--- config.mk ---
export PLATFORM = sky130hd
export DESIGN_NAME = dpram_fifo_ctrl
export DESIGN_NICKNAME = d
export VERILOG_FILES = /design/src/rtl/fifo_pkg.sv /design/src/rtl/fifo_out_queue.sv /design/src/rtl/dpram_fifo_ctrl.sv
export SDC_FILE = /design/constraint.sdc
export NUM_CORES = 1
export LEC_CHECK = 0
export ABC_AREA = 0
export CAP_MARGIN = 20
export CORE_MARGIN = 1
export CORE_UTILIZATION = 53
export CTS_CLUSTER_DIAMETER = 50
export DETAILED_ROUTE_END_ITERATION = 8
export HOLD_SLACK_MARGIN = 0.06
export PLACE_DENSITY_LB_ADDON = 0.08
export SYNTH_ARGS = -nofsm -noshare
export SYNTH_HDL_FRONTEND = slang
export SYNTH_HIERARCHICAL = 1
export SYNTH_SLANG_ARGS = --single-unit
export TNS_END_PERCENT = 30
--- constraint.sdc ---
create_clock -name clk -period 6.49 [get_ports clk]
set_clock_uncertainty 0.05 [all_clocks]
set_input_delay 1.6225 -clock clk [delete_from_list [all_inputs] [get_ports clk]]
set_output_delay 1.6225 -clock clk [all_outputs]
set_load 0.01 [all_outputs]
--- src/rtl/fifo_pkg.sv ---
// Shared sizing constants for the dual-port-RAM streaming FIFO.
package fifo_pkg;
  localparam int DW       = 8;
  localparam int AW       = 7;
  localparam int DEPTH    = 2 ** AW;
  localparam int OQ_DEPTH = 2;

  typedef logic [DW-1:0] word_t;
endpackage

--- src/rtl/fifo_out_queue.sv ---
// Two-entry output queue that absorbs the RAM's registered read data.
module fifo_out_queue #(
  parameter int W = fifo_pkg::DW
) (
  input  logic         clk,
  input  logic         rst_n,
  input  logic         capture,
  input  logic [W-1:0] cap_data,
  input  logic         pop,
  output logic [W-1:0] head,
  output logic [1:0]   oq_cnt
);
  import fifo_pkg::*;

  logic [W-1:0] slot0_r;
  logic [W-1:0] slot1_r;
  logic [1:0]   cnt_r;

  // Entry storage and occupancy; slot0 is always the head.
  always_ff @(posedge clk or negedge rst_n) begin
    if (!rst_n) begin
      slot0_r <= {W{1'b0}};
      slot1_r <= {W{1'b0}};
      cnt_r   <= 2'd0;
    end else begin
      case ({capture, pop})
        2'b10: begin
          if (cnt_r == 2'd0) begin
            slot0_r <= cap_data;
            cnt_r   <= 2'd1;
          end else if (cnt_r == 2'd1) begin
            slot1_r <= cap_data;
            cnt_r   <= 2'd2;
          end else begin
            cnt_r <= cnt_r;
          end
        end
        2'b01: begin
          if (cnt_r != 2'd0) begin
            slot0_r <= slot1_r;
            cnt_r   <= cnt_r - 2'd1;
          end else begin
            cnt_r <= cnt_r;
          end
        end
        2'b11: begin
          // Simultaneous capture and pop keeps occupancy; new word lands behind the survivor.
          if (cnt_r == 2'(OQ_DEPTH)) begin
            slot0_r <= slot1_r;
            slot1_r <= cap_data;
          end else begin
            slot0_r <= cap_data;
            cnt_r   <= 2'd1;
          end
        end
        default: cnt_r <= cnt_r;
      endcase
    end
  end

  assign head   = slot0_r;
  assign oq_cnt = cnt_r;
endmodule

--- src/rtl/dpram_fifo_ctrl.sv ---
// Streaming FIFO controller wrapped around an external 128x8 true dual-port RAM
// (port A writes, port B reads with one cycle of latency).
module dpram_fifo_ctrl #(
  parameter int DW    = fifo_pkg::DW,
  parameter int AW    = fifo_pkg::AW,
  parameter int DEPTH = fifo_pkg::DEPTH
) (
  input  logic          clk,
  input  logic          rst_n,
  input  logic [DW-1:0] in_data,
  input  logic          in_valid,
  output logic          in_ready,
  output logic [DW-1:0] out_data,
  output logic          out_valid,
  input  logic          out_ready,
  output logic [AW:0]   count,
  output logic [AW-1:0] ram_a1,
  output logic [DW-1:0] ram_d1,
  output logic          ram_wr1,
  output logic [AW-1:0] ram_a2,
  output logic [DW-1:0] ram_d2,
  output logic          ram_wr2,
  input  logic [DW-1:0] ram_q2
);
  import fifo_pkg::*;

  logic [AW-1:0] wr_ptr_r;
  logic [AW-1:0] rd_ptr_r;
  logic [AW:0]   ram_cnt_r;
  logic          rd_inflight_r;
  logic [1:0]    oq_cnt_s;
  logic          push_s;
  logic          pop_s;
  logic          issue_s;

  assign in_ready  = rst_n & (ram_cnt_r < (AW+1)'(DEPTH));
  assign push_s    = in_valid & in_ready;
  assign out_valid = (oq_cnt_s != 2'd0);
  assign pop_s     = out_valid & out_ready;

  // Read only when the queue plus the in-flight word leaves room after this cycle's pop.
  assign issue_s = (ram_cnt_r != {(AW+1){1'b0}}) &
                   (({1'b0, oq_cnt_s} + {2'b00, rd_inflight_r}) < (3'd2 + {2'b00, pop_s}));

  assign ram_a1  = wr_ptr_r;
  assign ram_d1  = in_data;
  assign ram_wr1 = push_s;
  assign ram_a2  = rd_ptr_r;
  assign ram_d2  = {DW{1'b0}};
  assign ram_wr2 = 1'b0;

  assign count = ram_cnt_r + (AW+1)'(rd_inflight_r) + (AW+1)'(oq_cnt_s);

  // Pointers, RAM occupancy and the read-in-flight flag.
  always_ff @(posedge clk or negedge rst_n) begin
    if (!rst_n) begin
      wr_ptr_r      <= {AW{1'b0}};
      rd_ptr_r      <= {AW{1'b0}};
      ram_cnt_r     <= {(AW+1){1'b0}};
      rd_inflight_r <= 1'b0;
    end else begin
      if (push_s) begin
        wr_ptr_r <= wr_ptr_r + AW'(1);
      end
      if (issue_s) begin
        rd_ptr_r <= rd_ptr_r + AW'(1);
      end
      case ({push_s, issue_s})
        2'b10:   ram_cnt_r <= ram_cnt_r + (AW+1)'(1);
        2'b01:   ram_cnt_r <= ram_cnt_r - (AW+1)'(1);
        default: ram_cnt_r <= ram_cnt_r;
      endcase
      rd_inflight_r <= issue_s;
    end
  end

  fifo_out_queue #(.W(DW)) u_oq (
    .clk      (clk),
    .rst_n    (rst_n),
    .capture  (rd_inflight_r),
    .cap_data (ram_q2),
    .pop      (pop_s),
    .head     (out_data),
    .oq_cnt   (oq_cnt_s)
  );
endmodule

Yosys cells after proc, flatten, opt, wreduce, memory -nomap -nowiden. Cells that the tools add are included.

Register bits: 41. Latch bits: 0. Bits in writable memories: 0. Bits in read-only memories: 0. Bits of input ports: 20. Word-level logic and storage cells: 59. Memories: 0.

Add/subtract/negate cells: 9. $mul: 0. Div/mod/pow operators: 0. Order comparisons: 2. Equal/unequal tests: 14. Shift operators: 0. Multiplexer cells: 14. Bitwise operators: 4. Reductions and logical operators: 9.

Operators by type and width (count): $mux W8 (6); $pmux W8 S2 (2); $pmux W8 S3 (1); $add A7 B1 Y7 const B (2); $add A8 B1 Y8 (1); $add A8 B1 Y8 const B (1); $add A8 B2 Y8 (1); $eq A2 B2 Y1 const B (4); $lt A8 B8 Y1 const B (1); $mux W2 (4); $reduce_and A4 Y1 (2); $reduce_bool A8 Y1 (1); $sub A8 B1 Y8 const B (1); $eq A2 B1 Y1 const B (3); $ne A2 B1 Y1 const B (3); $ne A2 B2 Y1 const B (3); $pmux W2 S3 (1); $reduce_bool A2 Y1 (3); $and A1 B1 Y1 (4); $add A2 B1 Y3 (1); $add A2 B1 Y3 const A (1); $lt A3 B3 Y1 (1); $ne A3 B1 Y1 const B (1); $reduce_and A3 Y1 (1); 3 further kinds (3).

Longest topological paths before layout. Gate-level depths: netlist of run 1.

Word-level depth: 7. Gate-level depth with buffers: 13. Gate-level depth less buffers: 13.

Modules after synthesis. The synthesis of run 1 kept the hierarchy.

Modules (own cells, without submodules): dpram_fifo_ctrl (times used 1, cells an instance 167, area each 1601.5 µm²); fifo_out_queue (times used 1, cells an instance 95, area each 1064.8 µm²).

Worst setup path after synthesis of run 1. No wires, ideal clock.

Path kind: input -> register. From: input port out_ready. To: register ram_cnt_r[6]. Data arrival time: 3.680 ns. Slack: 2.664 ns. Cell stages on the path: 11. Buffers on the path: 0. Cells stage by stage: o21ai_0 > o21ai_0 > nand2_1 > inv_1 > ha_1 > ha_1 > nor2b_4 > o31a_1 > o21a_1 > o21a_1 > o31ai_1.

Cells in the longest elaborated chain, start to end: 6.

Ends and longest elaborated chain: from (decl) (line dpram_fifo_ctrl.sv:15) `input logic out_ready,`; $and A1 B1 Y1 * (line dpram_fifo_ctrl.sv:39) `assign pop_s = out_valid & out_ready;`; $add A2 B1 Y3 * (line dpram_fifo_ctrl.sv:43) `(({1'b0, oq_cnt_s} + {2'b00, rd_inflight_r}) < (3'd2 + {2'b00, pop_s}));`; $lt A3 B3 Y1 * (line dpram_fifo_ctrl.sv:43); $and A1 B1 Y1 * (line dpram_fifo_ctrl.sv:42) `assign issue_s = (ram_cnt_r != {(AW+1){1'b0}}) &`; via issue_s (line dpram_fifo_ctrl.sv:34) `logic issue_s;`; $eq A2 B1 Y1 or $eq A2 B2 Y1 (tied branches) (line dpram_fifo_ctrl.sv:68) `case ({push_s, issue_s})`; $pmux W8 S2 or $reduce_bool A2 Y1 (tied branches); to (signal assigned) (line dpram_fifo_ctrl.sv:69) `2'b10: ram_cnt_r <= ram_cnt_r + (AW+1)'(1);`; to (signal assigned) (line dpram_fifo_ctrl.sv:70) `2'b01: ram_cnt_r <= ram_cnt_r - (AW+1)'(1);`; to (signal assigned) (line dpram_fifo_ctrl.sv:71) `default: ram_cnt_r <= ram_cnt_r;`; to (decl) (line dpram_fifo_ctrl.sv:29) `logic [AW:0] ram_cnt_r;`.

Mark *: on every way through the listed nets, which the timed path passes. The rest lies on a longest branch. A chain may end at the register's enable or synchronous reset.

Final worst setup path of run 1.
From: input port in_valid. To: output port ram_wr1.

Cells in the longest elaborated chain, start to end: 1.

Ends and longest elaborated chain: from (decl) (line dpram_fifo_ctrl.sv:11) `input logic in_valid,`; $and A1 B1 Y1 (line dpram_fifo_ctrl.sv:37) `assign push_s = in_valid & in_ready;`; to (decl) (line dpram_fifo_ctrl.sv:19) `output logic ram_wr1,`.

Every way passes these cells.

==> results of run 1 <==
==> sequential cells by signal, indices dropped and copies added, names as in the netlist <==
register / flops
u_oq/oq_cnt: 2
rd_inflight_r: 1
u_oq/slot1_r: 8
ram_a2: 7
u_oq/head: 8
ram_a1: 7
ram_cnt_r: 8
==> power breakdown <==
group | total [uW] | internal [uW] | switching, uW | leakage [uW]
sequential | 529 | 390 | 139 | 0.000493
combinational | 1410 | 713 | 699 | 0.000841
clock | 172 | 86.1 | 86.1 | 0.0000512
total | 2110 | 1190 | 925 | 0.00139
==> worst max-delay path, delay by kind of cell <==
family	cells	cell delay, ns
buffers and inverters	3	1.15
and+or+nand+nor	1	0.12
==> worst paths after layout <==
check	to	slack [ns]	depth (start not counted)
min in group asynchronous	ram_a1[5]	1.38	2
max in group asynchronous	ram_a2[5]	4.66	2
worst min-delay path	ram_a1[6]	0.42	1
worst max-delay path	ram_wr1	1.92	4
worst max register to register	ram_cnt_r[6]	3.15	12
worst min register to register	ram_a1[6]	0.42	1
==> routing by layer <==
| layer | wire (um) | vias up | part of all wire | GRT usage |
|---|---|---|---|---|
| met1 | 2350 | 901 | 0.48 | 0.291 |
| li1 | - | 959 | - | - |
| met3 | 161 | 4 | 0.033 | 0.0442 |
| met5 | 0 | - | 0 | 0 |
| met2 | 2310 | 36 | 0.47 | 0.314 |
| met4 | 52 | 0 | 0.011 | 0.0458 |
==> area by class of cell <==
class | instances | area share
repair buffers | 45 | 0.141
flip-flops and latches | 41 | 0.326
clock buffers | 6 | 0.0263
well taps | 67 | 0.0267
inverters | 13 | 0.0155
multi-input cells | 192 | 0.460
clock inverters | 2 | 0.00438
==> stage by stage <==
| stage | power (uW) | cells | setup WS [ns] | hold slack, ns | instance area, um2 |
|---|---|---|---|---|---|
| after floorplan | 1530 | 270 | 2.66 | 0.432 | 2700 |
| after global placement | 1930 | 358 | 1.94 | 0.411 | 3050 |
| after detailed placement | 1950 | 358 | 1.92 | 0.411 | 3050 |
| after CTS | 2130 | 366 | 1.92 | 0.424 | 3140 |
| after global routing | 2320 | 366 | 1.84 | 0.447 | 3140 |
| final | 2110 | 366 | 1.92 | 0.417 | 3140 |
==> kinds of logic (layout without fill, tap and decap cells) <==
kind of cell | Yosys count | in the layout
other cells | 1 | 9
xor+xnor | 22 | 22
mux | 11 | 11
compound gates | 53 | 53
flops | 41 | 41
simple gates | 77 | 77
buf+inv | 37 | 66
fa+ha+maj | 20 | 20
==> cells in the mapped netlist (all sizes together), types with 7 or more instances <==
| library cell | count |
|---|---|
| dfrtp | 41 |
| buf | 22 |
| nand2 | 21 |
| ha | 17 |
| nor2 | 16 |
| o21ai | 16 |
| inv | 13 |
| nand3 | 12 |
| xnor2 | 12 |
| xor2 | 10 |
| a31oi | 9 |
| mux2 | 9 |
| a21oi | 7 |
==> impl_metrics.json, run 1 <==
{
  "mostFrequentLayoutCells": "43 x clkdlybuf4s50_1, 41 x dfrtp_1, 21 x nand2_1",
  "diodes": 0,
  "finalCritPeriodShare": 0.704,
  "power_density_nw_per_um2": 672,
  "nets": 338,
  "startpoint_type": "input port",
  "synthMuxAreaShare": 0.0568,
  "multiInputGateArea_um2": 1450,
  "worst_slew_pin_slew_ns": 0.564,
  "cp.required_ns": 4.82,
  "report.final.hold_viol_count": 0,
  "synth_enable_flop_cells": 0,
  "postCtsSetupBuffers": 0,
  "yosysUniqueCellTypes": 52,
  "num_vias": 1900,
  "syn_area_um2": 2670,
  "synth_ff_type": "dfrtp_1",
  "synth-seq-area-share": 0.385,
  "slowest_stage": "clkdlybuf4s50_1",
  "routabilityCongestion": 0.884,
  "fp-row-count": 25,
  "place.detailed.hpwl_um": 3630,
  "yosys-top-cells-area": "dfrtp_1 38%, ha_1 8.0%, buf_4 5.1%",
  "die_y_um": 72.9,
  "area_growth_pct": 17.9,
  "crit_type": "input port to output pin",
  "cts_resized": 0,
  "synth_top_area_share": 0.385,
  "final_common_cell": "clkdlybuf4s50_1",
  "seqCellArea_um2": 1030,
  "maxCapViolations": 0,
  "initial_core_util": 0.557,
  "rsz0062_at_grt": "false",
  "synth-xor-area-share": 0.0723,
  "cts_max_level": 2,
  "min_path_type": "flop to flop",
  "critPathMaxStageDelay_ns": 0.55,
  "fill_cells": 417,
  "grt_pass1_vias": 1740,
  "report.final.slew_viol_count": 0,
  "startpoint": "in_valid",
  "arrival_ns": 2.89,
  "clockBufferDepth": 2,
  "clkSlewWorstSetupHoldPaths_ns": 0.08,
  "path_cells": "clkdlybuf4s50_1, nand2_1, inv_1, clkdlybuf4s50_1",
  "drt-pass1-iter-count": 4,
  "avgViaCountPerCell": 5.19,
  "synthSimpleGateAreaFrac": 0.148,
  "gr-total-overflow": 0,
  "synth_top_family_by_area": "compound AO/OA/AOI/OAI gates",
  "cts_buffers": 5,
  "fin_util": 0.657,
  "dieArea_um2": 5320,
  "cts_sinks": 41,
  "grt_max_degree": 42,
  "setup_viol": 0,
  "ios": 70,
  "crit_fanout": 4,
  "synth_seq_cells": 41,
  "cts_hold_buf": 0,
  "endpoint_kind": "output pin",
  "avgSynthCellArea_um2": 10.2,
  "irDropWorstVdd_mv": 0.504,
  "portBuffers": 44,
  "synth_fa_ha_area_frac": 0.102,
  "netlist_instances": 262,
  "cellLeakagePower_uw": 0.00139,
  "synth_compound_area_frac": 0.151,
  "worstReg2RegStart": "rd_inflight_r",
  "outcome": "complete, no violations",
  "drc_errors": 0,
  "die_w_um": 72.9,
  "yosysWarnings": 6,
  "ant_nets": 0,
  "antenna_found_initial": 0,
  "wirelength_um": 4880,
  "max_freq_mhz": 219,
  "root_buffer": "clkbuf_8",
  "cts_tree": "yes",
  "async_flop_share": 1.00,
  "fin_tns_setup_ns": 0,
  "clk_latency_ns": 0.29,
  "relSlewSlack": 0.624,
  "grt_usage": 0.202,
  "finalCriticalPeriod_ns": 4.57,
  "core_um2": 4790,
  "grt_pass1_wl_um": 8280,
  "synth_top_cell_by_area": "dfrtp_1",
  "drt-initial-drc-count": 87,
  "drive_above_1_share": 0.117,
  "worstHoldStart": "ram_a1[6]",
  "path_common_cell": "clkdlybuf4s50_1",
  "wl_per_cell_um": 13.3
}
(Power assumes the default switching activity.)
==> run 2, diff against run 1 <==
--- a/config.mk
+++ b/config.mk
@@ -8,7 +8,7 @@
 export ABC_AREA = 0
 export CAP_MARGIN = 20
 export CORE_MARGIN = 1
-export CORE_UTILIZATION = 53
+export CORE_UTILIZATION = 44
 export CTS_CLUSTER_DIAMETER = 50
 export DETAILED_ROUTE_END_ITERATION = 8
 export HOLD_SLACK_MARGIN = 0.06
==> constraint.sdc (replaced) <==
create_clock -name clk -period 4 [get_ports clk]
set_clock_uncertainty 0.05 [all_clocks]
set_input_delay 1 -clock clk [delete_from_list [all_inputs] [get_ports clk]]
set_output_delay 1 -clock clk [all_outputs]
set_load 0.01 [all_outputs]
==> run 2 against run 1 <==
Cell area is 1.5% higher. Clock power is 97% higher. Setup slack worse by 1.6 ns. Cell count is 2.2% higher. Utilization is 9.5 points lower. Critical endpoint is now count[6]. Highest routed layer unchanged.
==> impl_metrics.json, run 2 (synthesized netlist as in run 1, its figures left out) <==
{
  "outcome": "complete, no violations",
  "cts_buffers": 5,
  "avgViaCountPerCell": 5.27,
  "total_power_uw": 3560,
  "report.final.hold_viol_count": 0,
  "wl_per_cell_um": 14.1,
  "grt_usage": 0.181,
  "clockBufferDepth": 2,
  "place.detailed.hpwl_um": 3760,
  "cts_max_level": 2,
  "mostFrequentLayoutCells": "43 x clkdlybuf4s50_1, 41 x dfrtp_1, 21 x nand2_1",
  "rr_endpoint": "ram_cnt_r[6]",
  "clk_latency_ns": 0.30,
  "fp-row-count": 27,
  "placedCellCount": 366,
  "wirelength_um": 5270,
  "power_density_nw_per_um2": 1120,
  "ios": 70,
  "dpl-instance-area_um2": 3080,
  "path_cells": "inv_1, fa_1, inv_1, fa_1, and3_1, nand3_1, xnor2_1, clkdlybuf4s50_1",
  "die_w_um": 79.8,
  "portBuffers": 44,
  "relSlewSlack": 0.619,
  "reg2regPathDepth": 13,
  "critPathMaxStageDelay_ns": 0.55,
  "min_path_type": "flop to flop",
  "cellLeakagePower_uw": 0.00140,
  "slowest_stage": "clkdlybuf4s50_1",
  "diodes": 0,
  "worstHoldStart": "ram_a1[6]",
  "drt-initial-drc-count": 101,
  "grt_max_degree": 42,
  "setup_viol": 0,
  "crit_type": "flop to output pin",
  "clkSlewWorstSetupHoldPaths_ns": 0.08,
  "crit_fanout": 5,
  "arrival_ns": 2.66,
  "min_to": "ram_a1[6]",
  "grt_pass1_wl_um": 8780,
  "fin_tns_setup_ns": 0,
  "min_path_cells": 1,
  "cts_sinks": 41,
  "fin_area_um2": 3190,
  "routabilityCongestion": 0.857,
  "root_buffer": "clkbuf_8",
  "worstReg2RegStart": "rd_inflight_r",
  "final_cells": 374,
  "drc_errors": 0,
  "cts_hold_buf": 0,
  "report.final.slew_viol_count": 0,
  "initial_core_util": 0.470,
  "drive_above_1_share": 0.126,
  "cts_tree": "yes",
  "die_y_um": 79.8,
  "num_vias": 1971,
  "area_growth_pct": 19.7,
  "startpoint_type": "flop",
  "max_freq_mhz": 270,
  "worst_slew_pin_slew_ns": 0.571,
  "cp.required_ns": 2.95,
  "endpoint_kind": "output pin",
  "dieArea_um2": 6380,
  "startpoint": "ram_cnt_r[0]",
  "hold_ws_ns": 0.425,
  "antenna_found_initial": 0,
  "cts_resized": 0,
  "ant_nets": 0,
  "irDropWorstVdd_mv": 0.793,
  "timing.reg2reg.setup_slack_ns": 0.86,
  "nets": 341,
  "finalCritPeriodShare": 0.927,
  "core_um2": 5680,
  "drt-pass1-iter-count": 6,
  "finalCriticalPeriod_ns": 3.71,
  "final_common_cell": "clkdlybuf4s50_1",
  "grt_pass1_vias": 1809,
  "rsz0062_at_grt": "false",
  "maxCapViolations": 0,
  "postCtsSetupBuffers": 0,
  "gr-total-overflow": 0
}
## run 2: per-stage QoR
step	utilization	worst slack, ns
final	0.562	0.292
after global routing	0.562	0.0812
after CTS	0.562	0.257
after detailed placement	0.542	0.230
after global placement	0.542	0.337
after floorplan	-	0.797
## run 2: worst max-delay path by stage
stage                   end  slack [ns]  cells after the start
6_report           count[6]        0.29                      8
5_1_grt            count[6]        0.08                      8
4_1_cts            count[6]        0.26                      8
3_5_place_dp   ram_cnt_r[6]        0.23                     12
3_3_place_gp   ram_cnt_r[6]        0.34                     12
2_1_floorplan  ram_cnt_r[6]        0.80                     11
## run 2: per-layer routing
metal / share of wire / track usage / up-vias
met1: 0.47 / 0.246 / 933
li1: - / - / 965
met5: 0 / 0 / -
met3: 0.051 / 0.0389 / 13
met4: 0.013 / 0.0768 / 0
met2: 0.46 / 0.278 / 60
## run 2: report_power, final
group	internal [uW]	switching [uW]	total, uW
registers	632	218	850
clock network	187	153	339
logic	1200	1170	2370
## run 2: worst max-delay path, delay by kind of cell, from the launching register on
kind	cells	cell delay (ns)
simple gates	2	0.34
xor+xnor	1	0.14
buf+inv	3	0.78
fa+ha+maj	2	0.64
flops	1	0.45
## run 2: area by class of cell
type | count | area, um2
fill | 525 | 2480
clock buffer | 5 | 68.8
timing repair buffer | 48 | 465
tap | 72 | 90.1
multi-input combinational | 192 | 1450
clock inverter | 3 | 46.3
inverter | 13 | 48.8
sequential | 41 | 1030
==> run 3, diff against run 2 <==
--- a/config.mk
+++ b/config.mk
@@ -6,6 +6,7 @@
 export NUM_CORES = 1
 export LEC_CHECK = 0
 export ABC_AREA = 0
+export ABC_CLOCK_PERIOD_IN_PS = 3300
 export CAP_MARGIN = 20
 export CORE_MARGIN = 1
 export CORE_UTILIZATION = 44
@@ -13,6 +14,7 @@
 export DETAILED_ROUTE_END_ITERATION = 8
 export HOLD_SLACK_MARGIN = 0.06
 export PLACE_DENSITY_LB_ADDON = 0.08
+export RECOVER_POWER = 25
 export SYNTH_ARGS = -nofsm -noshare
 export SYNTH_HDL_FRONTEND = slang
 export SYNTH_HIERARCHICAL = 1
==> constraint.sdc (replaced) <==
create_clock -name clk -period 3.3 [get_ports clk]
set_clock_uncertainty 0.05 [all_clocks]
set_input_delay 0.825 -clock clk [delete_from_list [all_inputs] [get_ports clk]]
set_output_delay 0.825 -clock clk [all_outputs]
set_load 0.01 [all_outputs]
==> run 3 against run 2 <==
The flow now finishes with violations (max-capacitance violations, max-slew violations). First-iteration DRC count down 5.9%. Critical path depth down 1. Sequential power up 20%. Sequential share of layout area down 0.94 points. Setup slack worse by 0.091 ns. Highest routed layer unchanged. Clock power up 3%. Die area unchanged. Critical path type unchanged. Global-route usage up 0.49 points.
==> impl_metrics.json, run 3 (synthesized netlist as in run 1, its figures left out) <==
{
  "max_freq_mhz": 323,
  "violations": "max-capacitance violations, max-slew violations",
  "maxCapViolations": 1,
  "cts_buffers": 5,
  "wl_per_cell_um": 14.2,
  "core_um2": 5680,
  "irDropWorstVdd_mv": 1.07,
  "die_w_um": 79.8,
  "cts_tree": "yes",
  "outcome": "complete, but fails checks",
  "drt-initial-drc-count": 95,
  "setup_viol": 0,
  "post-place-ws_ns": -0.143,
  "clockBufferDepth": 2,
  "antenna_found_initial": 0,
  "grt_max_degree": 42,
  "clkSlewWorstSetupHoldPaths_ns": 0.08,
  "grt_usage": 0.186,
  "crit_fanout": 2,
  "routabilityCongestion": 0.888,
  "cts_max_level": 2,
  "cellLeakagePower_uw": 0.00148,
  "final_common_cell": "dfrtp_1",
  "ant_nets": 0,
  "area_growth_pct": 23.3,
  "cts_sinks": 41,
  "initial_core_util": 0.470,
  "grt_pass1_vias": 1844,
  "place.detailed.hpwl_um": 4070,
  "nets": 354,
  "report.final.slew_viol_count": 42,
  "report.final.hold_viol_count": 0,
  "grt_pass1_wl_um": 9010,
  "power_density_nw_per_um2": 1380,
  "postCtsSetupBuffers": 0,
  "cp.required_ns": 2.42,
  "rsz0062_at_grt": "false",
  "total_power_uw": 4550,
  "fill_cells": 519,
  "root_buffer": "clkbuf_8",
  "diodes": 0,
  "fp-row-count": 27,
  "startpoint_type": "flop",
  "min_path_type": "flop to flop",
  "fin_ws_ns": 0.201,
  "endpoint_kind": "output pin",
  "mostFrequentLayoutCells": "41 x dfrtp_1, 39 x clkdlybuf4s50_1, 21 x nand2_1",
  "cts_hold_buf": 0,
  "drc_errors": 0,
  "wirelength_um": 5510,
  "finalCritPeriodShare": 0.939,
  "avgViaCountPerCell": 5.21,
  "gr-total-overflow": 0,
  "worst_slew_pin_slew_ns": 2.29,
  "dieArea_um2": 6380,
  "arrival_ns": 2.22,
  "crit_type": "flop to output pin",
  "num_vias": 2016,
  "die_y_um": 79.8,
  "portBuffers": 44,
  "drt-pass1-iter-count": 4,
  "finalCriticalPeriod_ns": 3.10,
  "ios": 70,
  "relSlewSlack": -0.526,
  "drive_above_1_share": 0.165,
  "clk_latency_ns": 0.29
}
run 3: report_power, final:
group | leakage [uW] | internal, uW | switching (uW)
combinational | 0.000937 | 1680 | 1510
clock | 0.0000512 | 170 | 181
sequential | 0.000493 | 766 | 249
total | 0.00148 | 2610 | 1940
run 3: area by class of cell:
cell class              instances  area [um2]  area share
clock buffers                   6        82.6      0.0251
clock inverters                 2        13.8     0.00419
inverters                      13        48.8      0.0148
multi-input cells             192        1470       0.446
flip-flops and latches         41        1030       0.312
well taps                      72        90.1      0.0274
repair buffers                 61         561       0.170
run 3: worst max-delay path, cell delays in order, from the launching register on:
cell             delay (ns)
dfrtp_1                0.35
inv_1                  0.10
fa_1                   0.42
inv_1                  0.10
a21o_1                 0.13
nand2_1                0.06
xnor2_1                0.20
clkdlybuf4s50_1        0.57
run 3: final timing paths:
path,start,to,slack [ns],cells after the start
hold reg to reg,ram_a1[6],ram_a1[6],0.42,1
min in group asynchronous,rst_n,ram_a1[2],1.34,2
max in group asynchronous,rst_n,ram_cnt_r[4],0.55,2
setup reg to reg,rd_inflight_r,ram_cnt_r[7],0.40,14
setup / recovery,ram_cnt_r[0],count[3],0.20,7
hold / removal,ram_a1[6],ram_a1[6],0.42,1
run 3: metrics by stage:
stage               cells  setup TNS [ns]  hold slack, ns  cell area [um2]  utilization
floorplan             270               0           0.432             2700            -
global placement      379          -0.135           0.407             3170        0.559
detailed placement    379          -0.302           0.417             3170        0.559
CTS                   387               0           0.432             3270        0.577
global route          387               0           0.448             3290        0.579
finish                387               0           0.425             3290        0.579
run 3: timing repair:
action	4_1_cts	5_1_grt
resized for setup	3	5
pin swaps	0	0
hold endpoints to repair	0	0
setup endpoints to repair	3	4
run 3: routing by layer:
layer	track usage	vias up	routed length, um
met2	0.291	31	2560
li1	-	999	-
met5	0	-	0
met3	0.0446	9	188
met4	0.0607	0	75
met1	0.251	977	2690
